File: config.mk
export PLATFORM = sky130hd
export DESIGN_NAME = bitstream_eval_ctrl_flat
export DESIGN_NICKNAME = d
export VERILOG_FILES = /design/src/rtl/bitstream_eval_if.sv /design/src/rtl/bitstream_eval_ctrl.sv /design/src/flat_wrapper.sv
export SDC_FILE = /design/constraint.sdc
export NUM_CORES = 1
export LEC_CHECK = 0
export BUFFER_PORTS_ARGS = -buffer_cell sky130_fd_sc_hd__buf_2
export CAP_MARGIN = 30
export CORE_ASPECT_RATIO = 1.75
export CORE_UTILIZATION = 55
export DETAILED_ROUTE_END_ITERATION = 7
export GPL_ROUTABILITY_DRIVEN = 0
export PLACE_DENSITY = 0.87
export SKIP_LAST_GASP = 1
export SLEW_MARGIN = 20
export SYNTH_ARGS = -nofsm -noshare
export SYNTH_HDL_FRONTEND = slang
export SYNTH_SLANG_ARGS = --single-unit
File: constraint.sdc
create_clock -name clk -period 3.1 [get_ports clk]
set_input_delay 0.465 -clock clk [delete_from_list [all_inputs] [get_ports clk]]
set_output_delay 0.465 -clock clk [all_outputs]
set_load 0.01 [all_outputs]
File: src/rtl/bitstream_eval_if.sv
// Handshake and data bundle between the layer evaluation controller, the
// network sequencer and one bitstream neuron layer.
interface bitstream_eval_if #(
    parameter int NUM_NEURONS = 4,
    parameter int COUNT_W     = 9
);
    logic                           start_valid;
    logic                           start_ready;
    logic                           abort;
    logic [NUM_NEURONS-1:0]         layer_out;
    logic                           layer_n_rst;
    logic                           busy;
    logic [NUM_NEURONS*COUNT_W-1:0] counts;
    logic                           result_valid;
    logic                           result_ready;

    modport master (
        output start_valid, abort, layer_out, result_ready,
        input  start_ready, layer_n_rst, busy, counts, result_valid
    );

    modport slave (
        input  start_valid, abort, layer_out, result_ready,
        output start_ready, layer_n_rst, busy, counts, result_valid
    );
endinterface

File: src/rtl/bitstream_eval_ctrl.sv
// Runs one evaluation window of a bitstream neuron layer: hold in reset,
// skip warm-up bits, count ones per neuron, then hand the counts over.
module bitstream_eval_ctrl #(
    parameter int NUM_NEURONS  = 4,
    parameter int STREAM_LEN   = 256,
    parameter int WARMUP       = 2,
    parameter int CLEAR_CYCLES = 2,
    parameter int COUNT_W      = $clog2(STREAM_LEN + 1)
) (
    input  logic            clk,
    input  logic            rst,
    bitstream_eval_if.slave bus
);
    localparam int PH_MAX_CW = (CLEAR_CYCLES > WARMUP) ? CLEAR_CYCLES : WARMUP;
    localparam int PH_MAX    = (PH_MAX_CW > STREAM_LEN) ? PH_MAX_CW : STREAM_LEN;
    localparam int PH_W      = (PH_MAX > 1) ? $clog2(PH_MAX) : 1;
    localparam logic [PH_W-1:0] CLEAR_LAST = PH_W'(CLEAR_CYCLES - 1);
    localparam logic [PH_W-1:0] WARM_LAST  = PH_W'((WARMUP > 0) ? WARMUP - 1 : 0);
    localparam logic [PH_W-1:0] RUN_LAST   = PH_W'(STREAM_LEN - 1);

    typedef enum logic [2:0] {
        ST_IDLE   = 3'd0,
        ST_CLEAR  = 3'd1,
        ST_WARMUP = 3'd2,
        ST_RUN    = 3'd3,
        ST_HOLD   = 3'd4
    } state_t;

    state_t             state_r;
    state_t             next_state_s;
    logic [PH_W-1:0]    phase_r;
    logic               phase_last_s;
    logic               start_fire_s;
    logic               abort_fire_s;
    logic               layer_n_rst_s;
    logic               busy_s;
    logic               result_valid_s;
    logic               layer_n_rst_r;
    logic               busy_r;
    logic               result_valid_r;
    logic [COUNT_W-1:0] count_r [NUM_NEURONS];

    assign bus.start_ready = (state_r == ST_IDLE) && !bus.abort;
    assign start_fire_s    = bus.start_valid && bus.start_ready;
    assign abort_fire_s    = bus.abort && (state_r != ST_IDLE);

    // The phase counter restarts on every state change, so "last" is a per-state compare.
    always_comb begin
        phase_last_s = 1'b0;
        case (state_r)
            ST_CLEAR:  phase_last_s = (phase_r == CLEAR_LAST);
            ST_WARMUP: phase_last_s = (phase_r == WARM_LAST);
            ST_RUN:    phase_last_s = (phase_r == RUN_LAST);
            default:   phase_last_s = 1'b0;
        endcase
    end

    // Next-state logic; abort outranks every other transition.
    always_comb begin
        next_state_s = state_r;
        if (abort_fire_s) begin
            next_state_s = ST_IDLE;
        end else begin
            case (state_r)
                ST_IDLE:   next_state_s = start_fire_s ? ST_CLEAR : ST_IDLE;
                ST_CLEAR:  next_state_s = !phase_last_s ? ST_CLEAR :
                                          ((WARMUP > 0) ? ST_WARMUP : ST_RUN);
                ST_WARMUP: next_state_s = phase_last_s ? ST_RUN : ST_WARMUP;
                ST_RUN:    next_state_s = phase_last_s ? ST_HOLD : ST_RUN;
                ST_HOLD:   next_state_s = bus.result_ready ? ST_IDLE : ST_HOLD;
                default:   next_state_s = ST_IDLE;
            endcase
        end
    end

    // State and phase register.
    always_ff @(posedge clk) begin
        if (rst) begin
            state_r <= ST_IDLE;
            phase_r <= {PH_W{1'b0}};
        end else begin
            state_r <= next_state_s;
            if ((next_state_s != state_r) || (state_r == ST_IDLE) || (state_r == ST_HOLD)) begin
                phase_r <= {PH_W{1'b0}};
            end else begin
                phase_r <= phase_r + {{(PH_W-1){1'b0}}, 1'b1};
            end
        end
    end

    // Outputs are decoded from the upcoming state so they register cleanly.
    always_comb begin
        layer_n_rst_s  = (next_state_s == ST_WARMUP) || (next_state_s == ST_RUN);
        busy_s         = (next_state_s != ST_IDLE);
        result_valid_s = (next_state_s == ST_HOLD);
    end

    // Output register.
    always_ff @(posedge clk) begin
        if (rst) begin
            layer_n_rst_r  <= 1'b0;
            busy_r         <= 1'b0;
            result_valid_r <= 1'b0;
        end else begin
            layer_n_rst_r  <= layer_n_rst_s;
            busy_r         <= busy_s;
            result_valid_r <= result_valid_s;
        end
    end

    // Per-neuron ones counters: cleared on accept/abort/reset, accumulate in RUN.
    always_ff @(posedge clk) begin
        if (rst || abort_fire_s || start_fire_s) begin
            for (int i = 0; i < NUM_NEURONS; i++) begin
                count_r[i] <= {COUNT_W{1'b0}};
            end
        end else if (state_r == ST_RUN) begin
            for (int i = 0; i < NUM_NEURONS; i++) begin
                count_r[i] <= count_r[i] + COUNT_W'(bus.layer_out[i]);
            end
        end
    end

    assign bus.layer_n_rst  = layer_n_rst_r;
    assign bus.busy         = busy_r;
    assign bus.result_valid = result_valid_r;

    for (genvar g = 0; g < NUM_NEURONS; g++) begin : g_counts
        assign bus.counts[g*COUNT_W +: COUNT_W] = count_r[g];
    end
endmodule
File: src/flat_wrapper.sv
// flat-port wrapper written by rule: the top's interface ports become plain ports
module bitstream_eval_ctrl_flat 
#(
    parameter int NUM_NEURONS  = 4,
    parameter int STREAM_LEN   = 256,
    parameter int WARMUP       = 2,
    parameter int CLEAR_CYCLES = 2,
    parameter int COUNT_W      = $clog2(STREAM_LEN + 1)
)
  (clk, rst, bus_start_valid, bus_abort, bus_layer_out, bus_result_ready, bus_start_ready, bus_layer_n_rst, bus_busy, bus_counts, bus_result_valid);
  bitstream_eval_if #(.NUM_NEURONS(NUM_NEURONS), .COUNT_W(COUNT_W)) bus_i ();
  input  logic clk;
  input  logic rst;
  input wire logic [$bits(bus_i.start_valid)-1:0] bus_start_valid;
  input wire logic [$bits(bus_i.abort)-1:0] bus_abort;
  input wire logic [$bits(bus_i.layer_out)-1:0] bus_layer_out;
  input wire logic [$bits(bus_i.result_ready)-1:0] bus_result_ready;
  output wire logic [$bits(bus_i.start_ready)-1:0] bus_start_ready;
  output wire logic [$bits(bus_i.layer_n_rst)-1:0] bus_layer_n_rst;
  output wire logic [$bits(bus_i.busy)-1:0] bus_busy;
  output wire logic [$bits(bus_i.counts)-1:0] bus_counts;
  output wire logic [$bits(bus_i.result_valid)-1:0] bus_result_valid;
  assign bus_i.start_valid = bus_start_valid;
  assign bus_i.abort = bus_abort;
  assign bus_i.layer_out = bus_layer_out;
  assign bus_i.result_ready = bus_result_ready;
  assign bus_start_ready = bus_i.start_ready;
  assign bus_layer_n_rst = bus_i.layer_n_rst;
  assign bus_busy = bus_i.busy;
  assign bus_counts = bus_i.counts;
  assign bus_result_valid = bus_i.result_valid;
  bitstream_eval_ctrl #(.NUM_NEURONS(NUM_NEURONS), .STREAM_LEN(STREAM_LEN), .WARMUP(WARMUP), .CLEAR_CYCLES(CLEAR_CYCLES), .COUNT_W(COUNT_W)) u_core (.clk(clk), .rst(rst), .bus(bus_i));
endmodule
Word-level counts from Yosys, hierarchy flattened
Memories as Yosys holds them, arrays and structs flattened.
Index checks and enable logic that the tools add are counted.
{"block": "word_totals", "output_inout_bits": 40, "regBits": 14, "n_memories": 1, "inputBits": 9, "ramBits": 36}
{"name": "u_core.count_r", "words": 4, "width": 9, "rd": 4, "rd_clocked_by_memory_dff": 0, "write_ports": 4, "line": "bitstream_eval_ctrl.sv:41", "text": "logic [COUNT_W-1:0] count_r [NUM_NEURONS];"}
{"block": "classes", "bitwise_logic": 4, "n_mux": 17, "eq_ne": 10, "reduce_logical": 14, "addsub": 5}
{"operator": "$add 9x1->9", "count": 4}
{"operator": "$mux 9", "count": 4}
{"operator": "$pmux 3 s5", "count": 1}
{"operator": "$eq 3x2->1 const B", "count": 4}
{"operator": "$mux 3", "count": 3}
{"operator": "$add 8x1->8 const B", "count": 1}
{"operator": "$eq 8x1->1 const B", "count": 1}
{"operator": "$eq 8x8->1 const B", "count": 1}
{"operator": "$mux 1", "count": 7}
{"operator": "$eq 3x3->1 const B", "count": 2}
{"operator": "$reduce_bool 3->1", "count": 2}
{"operator": "$logic_or 1x1->1", "count": 5}
{"operator": "$or 1x1->1", "count": 4}
{"operator": "$reduce_or 2->1", "count": 2}
{"operator": "$eq 3x1->1 const B", "count": 1}
{"operator": "$logic_and 1x1->1", "count": 3}
{"operator": "$logic_not 3->1", "count": 1}
{"operator": "$ne 3x3->1", "count": 1}
{"operator": "$mux 2", "count": 1}
{"operator": "$pmux 1 s2", "count": 1}
{"operator": "$logic_not 1->1", "count": 1}

Logic depth before layout (Yosys ltp)
Gate-level depths: netlist of the first run.
{"block": "logic_depth", "ltp_word": 10, "depth_mapped": 7}

Worst setup path after synthesis of the first run
Ideal clock, no wire load.
{"block": "synth_path", "path_type": "input -> register", "start": "input port bus_abort", "end": "memory u_core.count_r[0][0], enable pin", "path_slack_ns": 0.885, "arrival_time_ns": 1.823, "path_buffers": 1, "setup_time_ns": 0.392, "required_time_ns": 2.708, "stages": 5, "path_cell_list": "buf_2 nor3_1 nand2_1 a21oi_1 a211o_1"}
{"element": "from (decl)", "line": "flat_wrapper.sv:15", "text": "input wire logic [$bits(bus_i.abort)-1:0] bus_abort;"}
{"element": "to (decl)", "line": "bitstream_eval_ctrl.sv:41"}

Worst setup path in the final report of the first run
{"block": "layout_path", "start": "register u_core.state_r[1]", "end": "register u_core.phase_r[1]"}
{"block": "layout_via", "elab_chain_cells": 10, "elab_cells_between_ends": 21}
{"element": "from (decl)", "line": "bitstream_eval_ctrl.sv:29", "text": "state_t state_r;"}
{"element": "from (signal assigned)", "line": "bitstream_eval_ctrl.sv:82", "text": "state_r <= next_state_s;"}
{"element": "$eq 3x1->1 (tied with other cells)", "line": "bitstream_eval_ctrl.sv:50, bitstream_eval_ctrl.sv:64"}
{"element": "$reduce_or 2->1 (no source line) or $logic_and 1x1->1 (tied branches)"}
{"element": "$pmux 1 s2 or $logic_and 1x1->1 (tied branches)", "line": "bitstream_eval_ctrl.sv:50, bitstream_eval_ctrl.sv:44"}
{"element": "$mux 3 (tied with other cells)", "line": "bitstream_eval_ctrl.sv:69", "text": "ST_RUN: next_state_s = phase_last_s ? ST_HOLD : ST_RUN;"}
{"element": "$pmux 3 s5", "line": "bitstream_eval_ctrl.sv:64", "text": "case (state_r)"}
{"element": "$mux 3", "line": "bitstream_eval_ctrl.sv:61", "text": "if (abort_fire_s) begin"}
{"element": "$ne 3x3->1", "line": "bitstream_eval_ctrl.sv:83", "text": "if ((next_state_s != state_r) || (state_r == ST_IDLE) || (state_r == ST_HOLD)) begin"}
{"element": "$logic_or 1x1->1", "line": "bitstream_eval_ctrl.sv:83"}
{"element": "$logic_or 1x1->1 *", "line": "bitstream_eval_ctrl.sv:83"}
{"element": "$reduce_or 2->1 (no source line) *"}
{"element": "to (signal assigned)", "line": "bitstream_eval_ctrl.sv:80", "text": "phase_r <= {PH_W{1'b0}};"}
{"element": "to (signal assigned)", "line": "bitstream_eval_ctrl.sv:84", "text": "phase_r <= {PH_W{1'b0}};"}
{"element": "to (signal assigned)", "line": "bitstream_eval_ctrl.sv:86", "text": "phase_r <= phase_r + {{(PH_W-1){1'b0}}, 1'b1};"}
{"element": "to (decl)", "line": "bitstream_eval_ctrl.sv:31", "text": "logic [PH_W-1:0] phase_r;"}
Mark *: on every way between the ends. The rest lies on a longest branch, timed or not.
A chain may end at the register's enable or synchronous reset.

==> results of run 1 <==
## worst max-delay path by stage
stage / to / slack [ns] / depth (start not counted)
after floorplan: u_core.count_r[0][0] / 0.88 / 5
after global placement: u_core.count_r[0][0] / 1.17 / 6
after detailed placement: u_core.count_r[1][4] / 1.10 / 6
after CTS: u_core.count_r[1][8] / 1.15 / 3
after global routing: u_core.count_r[0][5] / 1.05 / 5
final: u_core.phase_r[1] / 1.22 / 5
## cells by family (layout without fill, tap and decap cells)
logic type | after synthesis | in the layout | share of synthesized area (%)
DFF | 50 | 50 | 53.8
muxes | 1 | 1 | 0.396
buffers and inverters | 9 | 61 | 1.48
xor gates and xnor gates | 29 | 29 | 10.0
and+or+nand+nor | 118 | 118 | 23.1
adders and majority gates | 9 | 9 | 4.45
AOI/OAI and AO/OA | 25 | 25 | 6.73
## layout by cell type, fill, tap and decap left out, types with 2 or more instances in the layout
| master | count |
|---|---|
| clkbuf_8 | 6 |
| nand4_1 | 7 |
| edfxtp_1 | 36 |
| nor3_1 | 3 |
| or2_1 | 2 |
| buf_2 | 48 |
| and3_1 | 3 |
| xor2_1 | 22 |
| nor3b_1 | 2 |
| nand3b_1 | 2 |
| xnor2_1 | 7 |
| dfxtp_1 | 14 |
| or3_1 | 10 |
| inv_1 | 2 |
| and2_1 | 10 |
| o21ai_0 | 5 |
| a21oi_1 | 11 |
| ha_1 | 9 |
| nand2_1 | 18 |
| nand3_1 | 18 |
| nor2_1 | 39 |
## through the flow
step | utilization (%) | total power, W | worst slack, ns | instances
detailed placement | 63.8 | 0.000947 | 1.10 | 334
global placement | 63.8 | 0.000944 | 1.17 | 334
global route | 66.4 | 0.00137 | 1.05 | 344
finish | 66.4 | 0.00132 | 1.22 | 344
CTS | 66.0 | 0.00133 | 1.15 | 342
floorplan | - | 0.000887 | 0.885 | 241
## layout make-up
cell class / instances / area share [%]
clock buffers: 6 / 2.82
clock inverters: 2 / 0.428
multi-input cells: 182 / 38.6
flip-flops and latches: 50 / 46.5
repair buffers: 51 / 9.15
well taps: 51 / 2.18
inverters: 2 / 0.257
## sequential cells by signal (all words and copies together), names as in the netlist
signal	count
u_core.bus.result_valid	1
u_core.count_r	36
u_core.state_r	3
u_core.phase_r	8
u_core.bus.busy	1
u_core.bus.layer_n_rst	1
## report_power, final
part           internal, W  switching [W]  total (W)
sequential        0.000756      0.0000371   0.000793
clock             0.000179       0.000205   0.000385
combinational    0.0000574      0.0000815   0.000139
total             0.000993       0.000324    0.00132
## worst max-delay path, delay by kind of cell (launching register included)
kind	cells	cell delay, ns
compound gates	2	0.50
simple gates	3	0.70
flops	1	0.56
## layer usage
layer | GRT usage, % | vias up | part of all wire [%] | routed length [um]
met5 | 0 | - | 0 | 0
met4 | 10.5 | 0 | 1.9 | 89
met3 | 4.15 | 6 | 3.7 | 177
met2 | 37.3 | 50 | 54 | 2610
met1 | 23.8 | 905 | 40 | 1930
li1 | - | 954 | - | -
==> impl_metrics.json, run 1 <==
{
  "vdd_drop_max_uv": 414,
  "path_clk_slew_ns": 0.09,
  "postCtsSetupBuffers": 0,
  "cts_repair_resize_count": 0,
  "data_arrival_time_of_the_critical_path_ns": 2.06,
  "worst_path_max_delay_cell": "dfxtp_1",
  "cts.htree.levels": 2,
  "buffer_ports.inserted": 48,
  "final_hold_viol_count": 0,
  "drt_pass_1_iters": 4,
  "critical_path.cell_chain": "nand3b_1, or3_1, a21bo_1, a21oi_4, nor2_1",
  "startpoint_of_the_worst_setup_timing_path": "u_core.state_r[1]",
  "synth_warnings": 0,
  "seqCellArea_sq_um": 1360,
  "power_density_over_the_cells_nw_per_um2": 450,
  "cp_data_required_time_ns": 3.28,
  "timing.slew.headroom_pct": 65.2,
  "outcome": "finished clean",
  "final_layout_size_suffix_gt1_share_pct": 21.8,
  "route.vias.total": 1915,
  "critical_path.reg2reg.startpoint": "u_core.state_r[1]",
  "setup_viol_count_final": 0,
  "max_cap_viol_count": 0,
  "slew_violations": 0,
  "synth.yosys.seq_area_share_pct": 53.8,
  "dr.first_iter.drc_count": 55,
  "later_pin_clock_latency_in_the_skew_report_ns": 0.30,
  "end_kind": "flip-flop",
  "postSynthCellCount": 241,
  "n_antenna_cell": 0,
  "hold_end": "u_core.bus.result_valid",
  "startpoint_type": "flip-flop",
  "die-area_sq_um": 4890,
  "placement_rows": 32,
  "die_width_um": 53.3,
  "worst_r2r_endpoint": "u_core.phase_r[1]",
  "worstHoldStart": "rst",
  "fillers": 356,
  "whs_path_depth": 2,
  "cts_num_sinks": 50,
  "yosys.cell_count.top_type": "nor2_1",
  "grt_pass1_wl_um": 7760,
  "detail_route.vias_per_cell": 5.57,
  "critPathKind": "flip-flop to flip-flop",
  "syn-mean-instance-area_sq_um": 10.5,
  "post_cts_hold_buffer_count": 0,
  "grt_max_degree": 37,
  "drt.antenna.violating_nets": 0,
  "layout_min_cycle_time_ns": 1.88,
  "fp.coreArea_sq_um": 4400,
  "floorplan.die.height_um": 91.7,
  "finish.net_count": 310,
  "tns_ns": 0,
  "ff2ff_path_depth": 5,
  "floorplan.initialDensity_pct": 57.4,
  "postSynth.topFlopCell": "edfxtp_1",
  "grt_pass1_vias": 1810,
  "worst_slew_pin_slew_ns": 0.518,
  "syn2layout_area_growth_pct": 15.7,
  "ys_top_cells_by_area": "edfxtp_1 (43%), dfxtp_1 (11%), xor2_1 (7.6%)",
  "cts_tree": "yes",
  "drt-wirelength-per-cell_um": 14.0,
  "synth_top_cells_by_count": "nor2_1 (39), edfxtp_1 (36), xor2_1 (22)",
  "global_route.usage.total_pct": 21.5,
  "non_filler_cell_area_final_sq_um": 2930,
  "worstHoldPathType": "input pin to flip-flop",
  "tritoncts.num_buffers": 5,
  "grt_overflow": 0,
  "detail_route.drc_violations": 0,
  "layout_worst_path_cycle_share_pct": 60.6,
  "cts-root-buf": "clkbuf_8",
  "synth_top_area_cell": "edfxtp_1",
  "synth_nets": 259,
  "reg2reg_setup_slack_ns": 1.22,
  "grt_antenna_before_repair": 0,
  "yosys_register_bits": 50,
  "wirelength_um": 4810,
  "post-dp-hpwl_um": 3420,
  "post_dp_cell_area_sq_um": 2810,
  "ys_async_sr_fraction_pct": 0,
  "power_leakage_nw": 1.18,
  "multi_input_combinational_cell_area_sq_um": 1130,
  "rsz0062_at_grt": "no",
  "finalHoldWorstSlack_ns": 0.428,
  "achievable-frequency_ghz": 0.532,
  "max-clock-path-buffers": 2,
  "finClkSkew_ns": 0.0108,
  "yosys.area.top_type_share_pct": 42.7,
  "pin_count": 49,
  "cp_max_fo": 14,
  "post_synth_edffs": 36,
  "cpPeakStageDelay_ns": 0.56,
  "synth_area_sq_um": 2530,
  "synth_cell_type_count": 36
}
No activity file was read; power rests on OpenSTA's default activity.
==> run 2: changes to the inputs <==
ABC_AREA = 1   (was unset)
CORE_UTILIZATION = 50   (was 55)
PLACE_DENSITY = 0.84   (was 0.87)
clock period = 1.5 ns   (was 3.1 ns; I/O delays follow)
==> impl_metrics.json, run 2 <==
{
  "wirelength_um": 7710,
  "pwr-share-clk_pct": 31.1,
  "finish.net_count": 405,
  "path_clk_slew_ns": 0.09,
  "floorplan.die.height_um": 99.0,
  "slew_violations": 0,
  "synth.yosys.seq_area_share_pct": 50.7,
  "commonest_non_fill_non_tap_cell_in_the_layout": "buf_2",
  "final_layout_size_suffix_gt1_share_pct": 52.8,
  "dr.first_iter.drc_count": 84,
  "ys_top_cells_by_area": "edfxtp_1 (40%), dfxtp_1 (10%), nor2_1 (6.6%)",
  "power_leakage_nw": 1.73,
  "register_with_the_most_flip_flops": "u_core.count_r",
  "drt.antenna.violating_nets": 0,
  "detail_route.drc_violations": 3,
  "pin_count": 49,
  "cts-root-buf": "clkbuf_8",
  "postSynthCellCount": 285,
  "layout_setup_ws_ns": -0.322,
  "synth_cell_type_count": 31,
  "worst_path_max_delay_cell": "edfxtp_1",
  "max-clock-path-buffers": 2,
  "critPathKind": "flip-flop to flip-flop",
  "power_report.internal_total_w": 0.00228,
  "cpPeakStageDelay_ns": 0.43,
  "n_antenna_cell": 0,
  "syn2layout_area_growth_pct": 49.6,
  "post_cts_hold_buffer_count": 0,
  "non_filler_cell_area_final_sq_um": 4020,
  "postSynth.topFlopCell": "edfxtp_1",
  "power.switching_w": 0.000806,
  "preCtsSetupSlack_ns": -0.123,
  "global_route.usage.total_pct": 23.8,
  "placement_rows": 35,
  "swShare_pct": 26.1,
  "grt_pass1_vias": 2351,
  "fp.coreArea_sq_um": 5210,
  "die_width_um": 57.4,
  "layout_worst_path_cycle_share_pct": 121,
  "synth_warnings": 0,
  "grt_overflow": 0,
  "yosys_register_bits": 50,
  "tritoncts.num_buffers": 5,
  "rsz0062_at_grt": "yes",
  "floorplan.initialDensity_pct": 51.5,
  "data_arrival_time_of_the_critical_path_ns": 1.89,
  "yosys.cell_count.top_type": "nor2_1",
  "setup_viol_count_final": 81,
  "worstHoldPathType": "input pin to flip-flop",
  "buffer_ports.inserted": 48,
  "reg.largest.list": "u_core.count_r x36, u_core.phase_r x8, u_core.state_r x3",
  "post-dp-hpwl_um": 4170,
  "drt_pass_1_iters": 6,
  "ys_async_sr_fraction_pct": 0,
  "synth_area_sq_um": 2690,
  "critical_path.cell_chain": "ha_4, ha_4, nand2_4, nor2_4, inv_2, nor2_4, nand4_1, xor2_1, nor2_1",
  "final_hold_viol_count": 0,
  "largest_register_ffs": 36,
  "grt_max_degree": 19,
  "comb_power_share_pct": 16.2,
  "synth_nets": 303,
  "max_cap_viol_count": 0,
  "route.vias.total": 2434,
  "post_dp_cell_area_sq_um": 3280,
  "synth_top_area_cell": "edfxtp_1",
  "failed_checks": "DRC, setup timing",
  "syn-mean-instance-area_sq_um": 9.43,
  "final_cell_mix": "buf_2 (48), nor2_1 (36), edfxtp_1 (36), buf_4 (31), inv_1 (30)",
  "drt-wirelength-per-cell_um": 17.4,
  "cp_max_fo": 3,
  "grt_antenna_before_repair": 0,
  "cts_num_sinks": 50,
  "outcome": "finished, violations left",
  "cts.htree.levels": 2,
  "finClkSkew_ns": 0.0112,
  "synth_top_cells_by_count": "nor2_1 (47), edfxtp_1 (36), nand2_1 (36)",
  "cp_data_required_time_ns": 1.57,
  "power_density_over_the_cells_nw_per_um2": 769,
  "vdd_drop_max_uv": 581,
  "cts_tree": "yes",
  "pwr-share-seq_pct": 52.7,
  "later_pin_clock_latency_in_the_skew_report_ns": 0.31,
  "achievable-frequency_ghz": 0.549,
  "end_kind": "flip-flop",
  "startpoint_type": "flip-flop",
  "detail_route.vias_per_cell": 5.49,
  "layout_min_cycle_time_ns": 1.82,
  "grt_pass1_wl_um": 10400,
  "timing.slew.headroom_pct": 75.5,
  "die-area_sq_um": 5680,
  "post_synth_edffs": 36,
  "yosys.area.top_type_share_pct": 40.2,
  "worst_slew_pin_slew_ns": 0.366
}
[run 2: worst paths after layout]
check	from	endpoint	slack, ns	depth (start not counted)
setup / recovery	u_core.count_r[0][0]	u_core.count_r[0][8]	-0.32	9
setup reg to reg	u_core.count_r[0][0]	u_core.count_r[0][8]	-0.32	9
hold reg to reg	u_core.phase_r[0]	u_core.phase_r[0]	0.54	2
hold / removal	rst	u_core.state_r[0]	0.17	2
[run 2: routing by layer]
| layer | global-route usage (%) | vias up | part of all wire (%) |
|---|---|---|---|
| met1 | 23.5 | 1183 | 33 |
| met5 | 0 | - | 0 |
| met4 | 9.38 | 0 | 5.0 |
| met2 | 47.1 | 83 | 58 |
| met3 | 3.67 | 33 | 4.1 |
| li1 | - | 1135 | - |
[run 2: kinds of logic after synthesis]
group           count (synthesis)  synth area share, %
simple gates                  152                 29.6
fa+ha+maj                       9                 4.19
flops                          50                 50.7
buf+inv                        42                 6.05
xor+xnor                       19                 6.19
compound gates                 13                 3.26
[run 2: through the flow]
step	TNS [ns]	total power (W)	hold slack (ns)	cells	util, %
after floorplan	-32.05	0.00184	0.439	285	-
after global placement	-0.638	0.00197	0.480	409	62.9
after detailed placement	-1.91	0.00199	0.490	409	62.9
after CTS	-1.37	0.00298	0.164	431	69.7
after global routing	-10.74	0.00319	0.171	443	77.1
final	-5.24	0.00309	0.169	443	77.1
[run 2: power by group through the flow]
stage	registers, W	logic, W	clock network (W)
2_1_floorplan	0.00168	0.000161	0
3_3_place_gp	0.00164	0.000328	0
3_5_place_dp	0.00165	0.000337	0
4_1_cts	0.00162	0.000398	0.000966
5_1_grt	0.00164	0.000539	0.00102
6_report	0.00163	0.000501	0.000961
[run 2: layout make-up]
class                           instances  area, sq um
Multi-Input combinational cell        193         1440
Sequential cell                        50         1380
Fill cell                             281         1190
Timing Repair Buffer                   99          860
Inverter                               38          155
Clock buffer                            6         72.6
Tap cell                               55         68.8
Clock inverter                          2         37.5
[run 2: worst max-delay path, delay by kind of cell, from the launching register on]
kind,cells,cell delay (ns)
flops,1,0.43
simple gates,5,0.53
buf+inv,1,0.06
fa+ha+maj,2,0.33
xor+xnor,1,0.24
[run 2: repair_timing]
action	in CTS	in global routing
pin swaps	10	19
buffers inserted	11	8
cloned	3	6
endpoints found under the setup margin	57	75
resized for setup	26	48
